$ cat src/rtl/lane_rr_scheduler.sv
// Round-robin scheduler: NREQ 32-bit requesters share one byte lane, MSB byte first, 4 slots per word.
// Define LANE_PARITY_EN to add a registered even-parity output (parity_out) alongside data_out.
module lane_rr_scheduler #(
  parameter int NREQ  = 4,
  parameter int SRC_W = 2
) (
  input  logic               clk_4f,
  input  logic               reset,
  input  logic [NREQ-1:0]    req_valid,
  input  logic [32*NREQ-1:0] req_data,
  output logic [NREQ-1:0]    req_ready,
  output logic [7:0]         data_out,
  output logic               valid_out,
  output logic [1:0]         byte_idx,
  output logic [SRC_W-1:0]   src_id,
`ifdef LANE_PARITY_EN
  output logic               parity_out,
`endif
  output logic               frame_start
);

  typedef enum logic {IDLE = 1'b0, SEND = 1'b1} state_t;

  state_t           r_state, w_state_nxt;
  logic [31:0]      r_word;
  logic [SRC_W-1:0] r_last_grant, r_src;
  logic [7:0]       r_data;
  logic [1:0]       r_idx;
  logic             r_valid, r_fs;

  logic             w_load, w_any, w_xfer, w_hi_any, w_lo_any;
  logic [SRC_W-1:0] w_hi, w_lo, w_winner;
  logic [31:0]      w_win_word;
  logic [7:0]       w_data_nxt;
  logic [1:0]       w_idx_nxt;
  logic             w_valid_nxt, w_fs_nxt;

  assign w_load = (r_state == IDLE) || (r_idx == 2'd3);
  assign w_xfer = w_load && w_any && !reset;

  // Round-robin: lowest valid index above last_grant wins, else wrap to lowest valid index overall.
  // NOTE: combinational blocks use blocking '=' and assign every output a default first, so no latches appear.
  always_comb begin
    w_hi_any   = 1'b0;
    w_lo_any   = 1'b0;
    w_hi       = '0;
    w_lo       = '0;
    w_win_word = '0;
    for (int j = NREQ - 1; j >= 0; j--) begin
      if (req_valid[j]) begin
        if (j > int'(r_last_grant)) begin
          w_hi_any = 1'b1;
          w_hi     = SRC_W'(j);
        end else begin
          w_lo_any = 1'b1;
          w_lo     = SRC_W'(j);
        end
      end
    end
    w_any    = w_hi_any || w_lo_any;
    w_winner = w_hi_any ? w_hi : w_lo;
    for (int j = 0; j < NREQ; j++) begin
      if (SRC_W'(j) == w_winner) w_win_word = req_data[32*j +: 32];
    end
  end

  // NOTE: sequential state uses non-blocking '<=' so all registers update from pre-edge values.
  always_ff @(posedge clk_4f) begin
    if (reset) r_state <= IDLE;
    else       r_state <= w_state_nxt;
  end

  always_comb begin
    w_state_nxt = r_state;
    case (r_state)
      IDLE:    if (w_xfer) w_state_nxt = SEND;
      SEND:    if (r_idx == 2'd3 && !w_xfer) w_state_nxt = IDLE;
      default: w_state_nxt = IDLE;
    endcase
  end

  always_comb begin
    req_ready = '0;
    for (int j = 0; j < NREQ; j++) begin
      req_ready[j] = w_xfer && (SRC_W'(j) == w_winner);
    end
  end

  always_comb begin
    w_data_nxt  = r_data;
    w_idx_nxt   = r_idx;
    w_valid_nxt = r_valid;
    w_fs_nxt    = r_fs;
    if (w_xfer) begin
      w_data_nxt  = w_win_word[31:24];
      w_idx_nxt   = 2'd0;
      w_valid_nxt = 1'b1;
      w_fs_nxt    = 1'b1;
    end else if (r_state == SEND && r_idx != 2'd3) begin
      w_idx_nxt = r_idx + 2'd1;
      w_fs_nxt  = 1'b0;
      case (r_idx)
        2'd0:    w_data_nxt = r_word[23:16];
        2'd1:    w_data_nxt = r_word[15:8];
        default: w_data_nxt = r_word[7:0];
      endcase
    end else if (r_state == SEND) begin
      w_data_nxt  = 8'h00;
      w_idx_nxt   = 2'd0;
      w_valid_nxt = 1'b0;
      w_fs_nxt    = 1'b0;
    end
  end

  always_ff @(posedge clk_4f) begin
    if (reset) begin
      r_data       <= 8'h00;
      r_idx        <= 2'd0;
      r_valid      <= 1'b0;
      r_fs         <= 1'b0;
      r_src        <= '0;
      r_last_grant <= SRC_W'(NREQ - 1);
    end else begin
      r_data  <= w_data_nxt;
      r_idx   <= w_idx_nxt;
      r_valid <= w_valid_nxt;
      r_fs    <= w_fs_nxt;
      if (w_xfer) begin
        r_src        <= w_winner;
        r_last_grant <= w_winner;
      end
    end
  end

  // NOTE: the latched word is pure datapath and is only read after a load, so it carries no reset.
  always_ff @(posedge clk_4f) begin
    if (w_xfer) r_word <= w_win_word;
  end

`ifdef LANE_PARITY_EN
  logic r_parity;
  always_ff @(posedge clk_4f) begin
    if (reset) r_parity <= 1'b0;
    else       r_parity <= ^w_data_nxt;
  end
  assign parity_out = r_parity;
`endif

  assign data_out    = r_data;
  assign valid_out   = r_valid;
  assign byte_idx    = r_idx;
  assign src_id      = r_src;
  assign frame_start = r_fs;

endmodule

$ cat config.mk
export PLATFORM = sky130hd
export DESIGN_NAME = lane_rr_scheduler
export DESIGN_NICKNAME = d
export VERILOG_FILES = /design/src/rtl/lane_rr_scheduler.sv
export SDC_FILE = /design/constraint.sdc
export NUM_CORES = 1
export LEC_CHECK = 0
export BUFFER_PORTS_ARGS = -buffer_cell sky130_fd_sc_hd__buf_2
export CAP_MARGIN = 10
export CORE_MARGIN = 2
export CORE_UTILIZATION = 45
export CTS_CLUSTER_SIZE = 24
export DETAILED_ROUTE_END_ITERATION = 16
export PLACE_DENSITY = 0.81
export SETUP_SLACK_MARGIN = 0.2
export SLEW_MARGIN = 20
export SYNTH_ARGS = -nofsm -noshare
export SYNTH_HDL_FRONTEND = slang
export SYNTH_SLANG_ARGS = --single-unit
$ cat constraint.sdc
create_clock -name clk_4f -period 2.2 [get_ports clk_4f]
set_input_delay 0.11 -clock clk_4f [delete_from_list [all_inputs] [get_ports clk_4f]]
set_output_delay 0.11 -clock clk_4f [all_outputs]
set_load 0.05 [all_outputs]
==> Word-level counts from Yosys, hierarchy flattened <==
Index checks and enable logic that the tools add are counted.
{ "classes": {"addsub": 1, "order_cmp": 3, "reduce_logical": 19, "n_bitwise": 1, "muxes": 45, "eq_ne": 7} }
{ "ops": {"columns": ["operator", "count"], "rows": [
  ["$mux 32", 4],
  ["$mux 2", 16],
  ["$mux 8", 3],
  ["$mux 1", 20],
  ["$pmux 8 s2", 1],
  ["$logic_and 1x1->1", 8],
  ["$eq 2x2->1 const A", 2],
  ["$gt 2x2->1 const A", 2],
  ["$logic_not 2->1", 2],
  ["$ne 2x2->1 const B", 2],
  ["$reduce_bool 2->1", 2],
  ["$reduce_bool 3->1", 1],
  ["$add 2x1->2 const B", 1],
  ["$eq 1x2->1 const A", 1],
  ["$eq 2x1->1 const B", 1],
  ["$eq 2x2->1 const B", 1],
  ["$gt 1x2->1 const A", 1],
  ["$logic_not 1->1", 2],
  ["$logic_or 1x1->1", 2],
  ["$pmux 1 s2", 1],
  ["$reduce_and 2->1", 1],
  ["$reduce_or 2->1", 1],
  ["$not 1->1", 1]
]} }
{ "word_totals": {"inputBits": 134, "elab_cells": 84, "ff_bits": 41, "out_inout_bits": 18} }

==> Depth between registers and ports, before layout <==
Gate-level depths: netlist of run 1.
{ "logic_depth": {"depth_word": 15, "ltp_mapped": 9, "mapped_depth_nobuf": 7} }

==> Worst setup path after synthesis of run 1 <==
Ideal clock, no wire load.
{ "synth_path": {"kind": "reg-to-output", "start": "register r_idx[0], in the netlist byte_idx[0]", "end": "output port req_ready[0]", "setup_slack_ps": -608, "required_time_ps": 2090, "stages_incl_launch_ff": 8, "path_buffers": 1, "arrival_ps": 2698, "cell_sequence": "dfxtp_1 -> ha_1 -> nor2b_1 -> or3_1 -> inv_2 -> buf_2 -> nand2_1 -> nor2_1"} }
{ "synth_between": {"elab_chain_len": 5} }
{ "synth_rtl": {"columns": ["item", "line_no", "rtl"], "rows": [
  ["start, declared", "28", "logic [1:0] r_idx;"],
  ["start signal, assigned", "125", "r_idx <= w_idx_nxt;"],
  ["$eq 2x2->1", "38", "assign w_load = (r_state == IDLE) || (r_idx == 2'd3);"],
  ["$logic_or 1x1->1", "38", null],
  ["$logic_and 1x1->1 (2 in a row)", "39", "assign w_xfer = w_load && w_any && !reset;"],
  ["$logic_and 1x1->1", "85", "req_ready[j] = w_xfer && (SRC_W'(j) == w_winner);"],
  ["end, declared", "11", "output logic [NREQ-1:0] req_ready,"]
]} }
Every way passes these cells.

==> Worst setup path in the final report of run 1 <==
{ "layout_path": {"start": "register r_last_grant[1]", "end": "output port req_ready[3]"} }
{ "layout_between": {"elab_chain_len": 12, "elab_cells_between_ends": 35, "cone_classes": "order compare (3); eq/ne (1); mux (27); reduce/logical (4)"} }
{ "layout_rtl": {"columns": ["item", "line_no", "rtl"], "rows": [
  ["start, declared", "26", "logic [SRC_W-1:0] r_last_grant, r_src;"],
  ["start signal, assigned", "122", "r_last_grant <= SRC_W'(NREQ - 1);"],
  ["start signal, assigned", "130", "r_last_grant <= w_winner;"],
  ["parallel branches: the longest is 11 deep, another holds $gt 2x2->1", null, null],
  ["$logic_and 1x1->1 (*)", "85", null]
]} }
Mark *: on every way between the ends.

==> results of run 1 <==
-- flip-flops by register name, indices dropped and copies added (netlist names) --
register	count
valid_out	1
src_id	2
data_out	8
byte_idx	2
r_word	24
r_last_grant	2
r_state	1
frame_start	1
-- layer usage --
metal	GRT usage, %	share of wire, %	vias to the layer above
li1	-	-	1293
met1	23.83	41	1168
met2	37.40	50	122
met3	3.956	7.6	8
met4	5.167	1.1	0
met5	0	0	-
-- repair_timing --
action / in CTS / in global routing
hold buffers: 0 / 0
pin swaps: 0 / 1
endpoints found under the setup margin: 5 / 31
buffers inserted: 0 / 1
cloned: 0 / 1
gates resized for setup: 5 / 13
-- cell families (layout without fill, tap and decap cells) --
kind of cell               count (synthesis)  after routing  synth area share (%)
and+or+nand+nor                           44             44                 7.974
buffers and inverters                     24            173                 6.370
DFF                                       41             41                 38.86
AOI/OAI and AO/OA                         72             72                 18.65
adders and majority gates                  3              3                 1.375
muxes                                     73             73                 26.76
-- power by group through the flow --
stage	Clock (mW)	Sequential (mW)	Combinational (mW)
floorplan	0	1.04	0.498
global placement	0	0.951	0.789
detailed placement	0	0.952	0.806
CTS	0.629	0.935	0.813
global route	0.658	0.943	0.910
finish	0.618	0.936	0.839
-- area by class of cell --
type	instances	share of cell area, %
Sequential cell	41	28.49
Tap cell	75	2.499
Clock inverter	3	1.233
Multi-Input combinational cell	192	41.52
Inverter	3	0.2999
Timing Repair Buffer	162	24.13
Clock buffer	5	1.833
-- through the flow --
| step | power, mW | util (%) |
|---|---|---|
| finish | 2.393 | 63.80 |
| global route | 2.511 | 63.80 |
| CTS | 2.377 | 62.52 |
| detailed placement | 1.758 | 60.33 |
| global placement | 1.740 | 60.33 |
| floorplan | 1.541 | - |
-- synthesized netlist by cell type (3+ instances only) --
cell type	number	area share (%)
o221ai_1	8	2.6
nor3_1	5	0.92
edfxtp_1	24	26
a21oi_1	23	4.2
ha_1	3	1.4
clkbuf_1	8	1.1
nand2_1	3	0.41
o21bai_1	3	0.82
o32ai_1	8	2.6
a22o_1	8	2.6
buf_12	3	2.2
nor2_1	23	3.2
dfxtp_1	17	12
o21ai_0	8	1.5
buf_2	4	0.73
a41oi_1	8	2.6
nand2b_1	5	1.1
mux2i_1	73	27
-- worst min-delay path: stages --
cell	delay [ns]
buf_2	0.08
a21oi_1	0.05
o32ai_1	0.09
-- final timing paths --
kind                                 startpoint      endpoint  slack (ns)  cells after the start
worst min-delay path               req_data[95]   data_out[7]        0.08                      3
worst min register to register      frame_start   frame_start        0.48                      2
worst max-delay path            r_last_grant[1]  req_ready[3]        0.28                      6
worst max register to register  r_last_grant[1]     r_word[4]        0.32                      6
==> results.sh, run 1 <==
export IMPL_dp_cells=471
export IMPL_fin_area_um2=3755
export IMPL_mostFrequentLayoutCells="buf_2 (147), mux2i_1 (73), edfxtp_1 (24)"
export IMPL_crit_fanout=10
export IMPL_crit_path_max_incr_delay_ns=0.37
export IMPL_io_pins=152
export IMPL_drt_wl_total_um=7109
export IMPL_fin_skew_ns=0.007757
export IMPL_min_path_type="in -> reg"
export IMPL_timing_hold_ws_ns=0.07887
export IMPL_drt_pass1_iter_count=4
export IMPL_hold_viol_final=0
export IMPL_insertion_delay_ns=0.30
export IMPL_synthFlopType="edfxtp_1"
export IMPL_p_clk_share_pct=25.8
export IMPL_synth_seq_area_share_pct=38.86
export IMPL_die_x_um=81.89
export IMPL_stdcell_count=481
export IMPL_synth_distinct_cells=37
export IMPL_syn_area_per_cell_um2=10.62
export IMPL_ys_ff_latch=41
export IMPL_p_comb_share_pct=35.1
export IMPL_port_buffers=151
export IMPL_ir_drop_mv=0.4138
export IMPL_ff_latch_area_um2=1070
export IMPL_dr_first_iter_drc_count=77
export IMPL_finalCritPeriodShare_pct=87.26
export IMPL_status="finished clean"
export IMPL_dpl_hpwl_um=5374
export IMPL_rsz0062_at_grt="no"
export IMPL_worstSetupEndpointType="output pin"
export IMPL_p_int_mw=1.616
export IMPL_worstPathCellList="and3b_1 -> a31oi_2 -> nand3b_1 -> buf_4 -> nor3_2 -> buf_6"
export IMPL_postPlaceCellArea_um2=3551
export IMPL_die_area_um2=6706
export IMPL_core_area_um2=5886
export IMPL_placementRows=28
export IMPL_cts_tree="yes"
export IMPL_grt_usage_pct=20.25
export IMPL_root_buffer="clkbuf_8"
export IMPL_path_clk_slew_ns=0.08
export IMPL_grt_max_degree=41
export IMPL_fin_setup_tns_ns=0
export IMPL_p_leak_nw=1.753
export IMPL_antenna_found_initial=0
export IMPL_power_density_nw_per_um2=637.2
export IMPL_final_common_cell="buf_2"
export IMPL_first_global_vias=2372
export IMPL_synth_edf_count=24
export IMPL_setup_viol=0
export IMPL_multi_input_area_um2=1559
export IMPL_finalWorstSetupSlack_ns=0.2803
export IMPL_pwr_share_seq_pct=39.1
export IMPL_power_net_switching_mw=0.7766
export IMPL_ant_nets=0
export IMPL_drv_slew=0
export IMPL_grt_pass1_wl_um=10410
export IMPL_num_antenna_cells=0
export IMPL_critPathBufInv=2
export IMPL_cts_sinks=41
export IMPL_synth_nets=394
export IMPL_crit_slowest_cell="dfxtp_2"
export IMPL_synth_cells=257
export IMPL_nFillCells=502
export IMPL_grt_overflow=0
export IMPL_yosys_warnings=0
export IMPL_viasPerCell=5.387
export IMPL_start_kind="register"
export IMPL_initial_core_util_pct=46.39
export IMPL_gp_congestion=0.8034
export IMPL_critPathRequiredTime_ns=2.09
export IMPL_numCtsBuffers=5
export IMPL_routedWlPerCell_um=14.78
export IMPL_maxCapViolCount=0
export IMPL_fmax_ghz=0.5209
export IMPL_vias=2591
export IMPL_drc=0
export IMPL_syn_area_um2=2730
export IMPL_htreeDepth=2
export IMPL_drive_above_1_share_pct=46.31
export IMPL_clock_path_buffers=2
export IMPL_async_reset_ff_share_pct=0
export IMPL_area_growth_pct=37.53
export IMPL_worstSetupPathType="reg -> out"
export IMPL_nNetsFinal=542
export IMPL_crit_family="simple AND/OR/NAND/NOR gates"
export IMPL_final_min_clock_period_ns=1.920
export IMPL_die_y_um=81.89
export IMPL_netSwitchingFraction_pct=32.46
export IMPL_tightest_slew_ns=0.4134
export IMPL_critPathArrivalTime_ns=1.81
export IMPL_pre_cts_ws_ns=0.2040
export IMPL_maxSlewHeadroom_pct=72.38
Note: power is estimated with default switching activity, not from simulation.
==> run 2, diff against run 1 <==
--- a/config.mk
+++ b/config.mk
@@ -11,6 +11,7 @@
 export CORE_UTILIZATION = 45
 export CTS_CLUSTER_SIZE = 24
 export DETAILED_ROUTE_END_ITERATION = 16
+export MAX_ROUTING_LAYER = met4
 export PLACE_DENSITY = 0.81
 export SETUP_SLACK_MARGIN = 0.2
 export SLEW_MARGIN = 20
==> results.sh, run 2 (synthesized netlist as in run 1, its figures left out) <==
export IMPL_fin_setup_tns_ns=0
export IMPL_drive_above_1_share_pct=46.31
export IMPL_path_clk_slew_ns=0.08
export IMPL_ant_nets=0
export IMPL_p_leak_nw=1.753
export IMPL_drv_slew=0
export IMPL_holdBufCountCts=0
export IMPL_final_common_cell="buf_2"
export IMPL_grt_max_degree=41
export IMPL_worstPathCellList="and3b_1 -> a31oi_2 -> nand3b_1 -> buf_4 -> nor3_2 -> buf_6"
export IMPL_tightest_slew_ns=0.4173
export IMPL_drt_pass1_iter_count=4
export IMPL_finalWorstSetupSlack_ns=0.2806
export IMPL_ir_drop_mv=0.4135
export IMPL_pre_cts_ws_ns=0.2040
export IMPL_regMostFlops="r_word"
export IMPL_insertion_delay_ns=0.30
export IMPL_area_growth_pct=37.53
export IMPL_routedWlPerCell_um=14.80
export IMPL_worstSetupPathType="reg -> out"
export IMPL_final_core_util_pct=63.80
export IMPL_worstSetupEndpointType="output pin"
export IMPL_root_buffer="clkbuf_8"
export IMPL_clock_path_buffers=2
export IMPL_critPathArrivalTime_ns=1.81
export IMPL_status="finished clean"
export IMPL_mostFrequentLayoutCells="buf_2 (147), mux2i_1 (73), edfxtp_1 (24)"
export IMPL_largest_reg_flops=24
export IMPL_vias=2613
export IMPL_grt_overflow=0
export IMPL_grt_pass1_wl_um=10410
export IMPL_fin_skew_ns=0.007389
export IMPL_power_total_mw=2.393
export IMPL_die_area_um2=6706
export IMPL_nNetsFinal=542
export IMPL_postPlaceCellArea_um2=3551
export IMPL_setup_viol=0
export IMPL_dr_first_iter_drc_count=77
export IMPL_io_pins=152
export IMPL_htreeDepth=2
export IMPL_drc=0
export IMPL_start_kind="register"
export IMPL_placementRows=28
export IMPL_maxCapViolCount=0
export IMPL_first_global_vias=2366
export IMPL_initial_core_util_pct=46.39
export IMPL_numCtsBuffers=5
export IMPL_maxSlewHeadroom_pct=72.18
export IMPL_antenna_found_initial=0
export IMPL_core_area_um2=5886
export IMPL_num_antenna_cells=0
export IMPL_finalCritPeriodShare_pct=87.25
export IMPL_crit_family="simple AND/OR/NAND/NOR gates"
export IMPL_viasPerCell=5.432
export IMPL_fin_area_um2=3755
export IMPL_rsz0062_at_grt="no"
export IMPL_critPathRequiredTime_ns=2.09
export IMPL_hold_viol_final=0
export IMPL_drt_wl_total_um=7121
export IMPL_fmax_ghz=0.5210
export IMPL_timing_hold_ws_ns=0.08143
export IMPL_gp_congestion=0.8151
export IMPL_port_buffers=151
export IMPL_stdcell_count=481
export IMPL_cts_tree="yes"
export IMPL_grt_usage_pct=20.83
export IMPL_final_min_clock_period_ns=1.919
export IMPL_die_y_um=81.89
export IMPL_critPathBufInv=2
export IMPL_crit_path_max_incr_delay_ns=0.37
export IMPL_die_x_um=81.89
export IMPL_power_density_nw_per_um2=637.4
export IMPL_crit_slowest_cell="dfxtp_2"
export IMPL_dpl_hpwl_um=5374
export IMPL_crit_fanout=10
export IMPL_dp_cells=471
export IMPL_cts_sinks=41
export IMPL_min_path_type="in -> reg"
run 2: final cells by class:
| cell class | instances | area, um2 |
|---|---|---|
| well taps | 75 | 93.84 |
| clock inverters | 3 | 46.29 |
| inverters | 3 | 11.26 |
| fillers | 502 | 2131 |
| clock buffers | 5 | 68.82 |
| multi-input cells | 192 | 1559 |
| repair buffers | 162 | 905.9 |
| flip-flops and latches | 41 | 1070 |
run 2: worst paths after layout:
path,slack (ns),depth (start not counted),to,from
worst max-delay path,0.28,6,req_ready[3],r_last_grant[1]
worst max register to register,0.32,6,r_word[4],r_last_grant[1]
worst min-delay path,0.08,3,data_out[1],req_data[89]
worst min register to register,0.48,2,frame_start,frame_start
run 2: what timing repair did:
action                                  CTS  global route
gates cloned                              0             1
resized for setup                         5            13
pin swaps                                 0             1
endpoints found under the setup margin    5            31
buffers inserted                          0             1
hold endpoints to repair                  0             0
run 2: power by group:
group	switching, mW	leakage [nW]	internal [mW]
registers	0.0332	0.368	0.903
clock network	0.278	0.0543	0.340
logic	0.466	1.33	0.374
total	0.777	1.75	1.62
run 2: worst min-delay path, cell delays in order:
cell and delay (ns):
buf_2 0.08, a21oi_1 0.05, o32ai_1 0.09
run 2: layer usage:
layer / routed length, um / GRT usage [%] / share of wire (%)
met4: 78 / 5.167 / 1.1
met3: 485 / 3.846 / 6.8
met2: 3582 / 37.15 / 50
met1: 2974 / 24.11 / 42
met5: 0 / - / 0
==> run 3, diff against run 2 <==
--- a/config.mk
+++ b/config.mk
@@ -13,7 +13,7 @@
 export DETAILED_ROUTE_END_ITERATION = 16
 export MAX_ROUTING_LAYER = met4
 export PLACE_DENSITY = 0.81
-export SETUP_SLACK_MARGIN = 0.2
+export SETUP_SLACK_MARGIN = 0.3
 export SLEW_MARGIN = 20
 export SYNTH_ARGS = -nofsm -noshare
 export SYNTH_HDL_FRONTEND = slang
==> results.sh, run 3 (synthesized netlist as in run 1, its figures left out) <==
export IMPL_crit_slowest_cell="dfxtp_4"
export IMPL_root_buffer="clkbuf_8"
export IMPL_initial_core_util_pct=46.39
export IMPL_regMostFlops="r_word"
export IMPL_largest_reg_flops=24
export IMPL_crit_path_max_incr_delay_ns=0.37
export IMPL_p_leak_nw=1.899
export IMPL_drc=0
export IMPL_worstSetupEndpointType="register"
export IMPL_fin_setup_tns_ns=0
export IMPL_crit_fanout=8
export IMPL_grt_overflow=0
export IMPL_drive_above_1_share_pct=49.41
export IMPL_fmax_ghz=0.5026
export IMPL_nFillCells=462
export IMPL_mostFrequentLayoutCells="buf_2 (147), mux2i_1 (71), edfxtp_1 (24)"
export IMPL_io_pins=152
export IMPL_nNetsFinal=559
export IMPL_finalCritPeriodShare_pct=90.43
export IMPL_tightest_slew_ns=0.4143
export IMPL_htreeDepth=2
export IMPL_hold_viol_final=0
export IMPL_cts_tree="yes"
export IMPL_worstPathCellList="and3b_1 -> a31oi_1 -> and3b_2 -> buf_6 -> clkbuf_16 -> mux2i_1 -> mux2i_1"
export IMPL_status="finished clean"
export IMPL_die_x_um=81.89
export IMPL_final_core_util_pct=68.94
export IMPL_final_common_cell="buf_2"
export IMPL_power_total_mw=2.638
export IMPL_numCtsBuffers=5
export IMPL_core_area_um2=5886
export IMPL_fin_skew_ns=0.003399
export IMPL_routedWlPerCell_um=15.89
export IMPL_die_area_um2=6706
export IMPL_grt_pass1_wl_um=10820
export IMPL_crit_top_cell="mux2i_1"
export IMPL_drt_wl_total_um=7914
export IMPL_viasPerCell=5.466
export IMPL_gp_congestion=0.8363
export IMPL_ir_drop_mv=0.4495
export IMPL_setup_viol=0
export IMPL_critPathArrivalTime_ns=2.02
export IMPL_vias=2722
export IMPL_maxSlewHeadroom_pct=72.32
export IMPL_port_buffers=151
export IMPL_rsz0062_at_grt="yes"
export IMPL_drt_pass1_iter_count=4
export IMPL_maxCapViolCount=0
export IMPL_insertion_delay_ns=0.29
export IMPL_cts_sinks=41
export IMPL_ant_nets=0
export IMPL_final_min_clock_period_ns=1.989
export IMPL_grt_usage_pct=21.60
export IMPL_finalWorstSetupSlack_ns=0.2105
export IMPL_antenna_found_initial=0
export IMPL_num_antenna_cells=0
export IMPL_clock_path_buffers=2
export IMPL_power_density_nw_per_um2=650.1
export IMPL_grt_max_degree=35
export IMPL_dr_first_iter_drc_count=125
export IMPL_drv_slew=0
export IMPL_crit_family="simple AND/OR/NAND/NOR gates"
export IMPL_pre_cts_ws_ns=0.2194
export IMPL_critPathBufInv=2
export IMPL_first_global_vias=2449
export IMPL_min_path_type="in -> reg"
export IMPL_path_clk_slew_ns=0.08
export IMPL_start_kind="register"
export IMPL_dpl_hpwl_um=5594
export IMPL_die_y_um=81.89
export IMPL_placementRows=28
export IMPL_area_growth_pct=48.63
export IMPL_worstSetupPathType="reg -> reg"
export IMPL_critPathRequiredTime_ns=2.23
==> run 3: cell type report <==
type                            count  area [um2]  share of cell area, %
Inverter                            3       18.77                 0.4625
Timing Repair Buffer              179        1136                  28.00
Clock buffer                        5       68.82                  1.696
Clock inverter                      3       68.82                  1.696
Sequential cell                    41        1072                  26.43
Tap cell                           75       93.84                  2.313
Multi-Input combinational cell    192        1599                  39.41
==> run 3: worst min-delay path, delay by kind of cell <==
kind | cells | cell delay, ns
compound gates | 2 | 0.14
buf+inv | 1 | 0.07
==> run 3: metal layers <==
layer	vias to the layer above	track usage [%]	part of all wire (%)
met5	-	-	0
met4	0	6.167	1.5
met2	127	38.21	52
li1	1335	-	-
met3	10	4.615	7.6
met1	1250	24.55	39
==> run 3: power breakdown <==
part           switching [mW]  internal (mW)  total, mW
clock network           0.265          0.457      0.722
logic                   0.509          0.468      0.977
registers              0.0361          0.903      0.939
total                   0.810           1.83       2.64
==> run 3: what timing repair did <==
| item | 4_1_cts | 5_1_grt |
|---|---|---|
| pin swaps | 1 | 3 |
| hold endpoints to repair | 0 | 0 |
| gates resized for setup | 13 | 21 |
| buffers inserted | 6 | 7 |
| cloned | 0 | 5 |
| endpoints found under the setup margin | 30 | 53 |
| hold buffers | 0 | 0 |
==> run 3: path summary, 6_finish.rpt <==
path                   startpoint           to  slack, ns  depth (start not counted)
setup / recovery  r_last_grant[1]    r_word[0]       0.21                          7
setup reg to reg  r_last_grant[1]    r_word[0]       0.21                          7
hold reg to reg         src_id[1]    src_id[1]       0.51                          2
hold / removal       req_data[91]  data_out[3]       0.07                          3
==> run 3: per-stage QoR <==
stage,hold slack [ns],area [um2],instances
3_5_place_dp,0.3766,3553,472
2_1_floorplan,0.2764,2785,257
4_1_cts,0.06825,3774,486
5_1_grt,0.05909,4058,498
6_report,0.07123,4058,498
3_3_place_gp,0.3664,3553,472
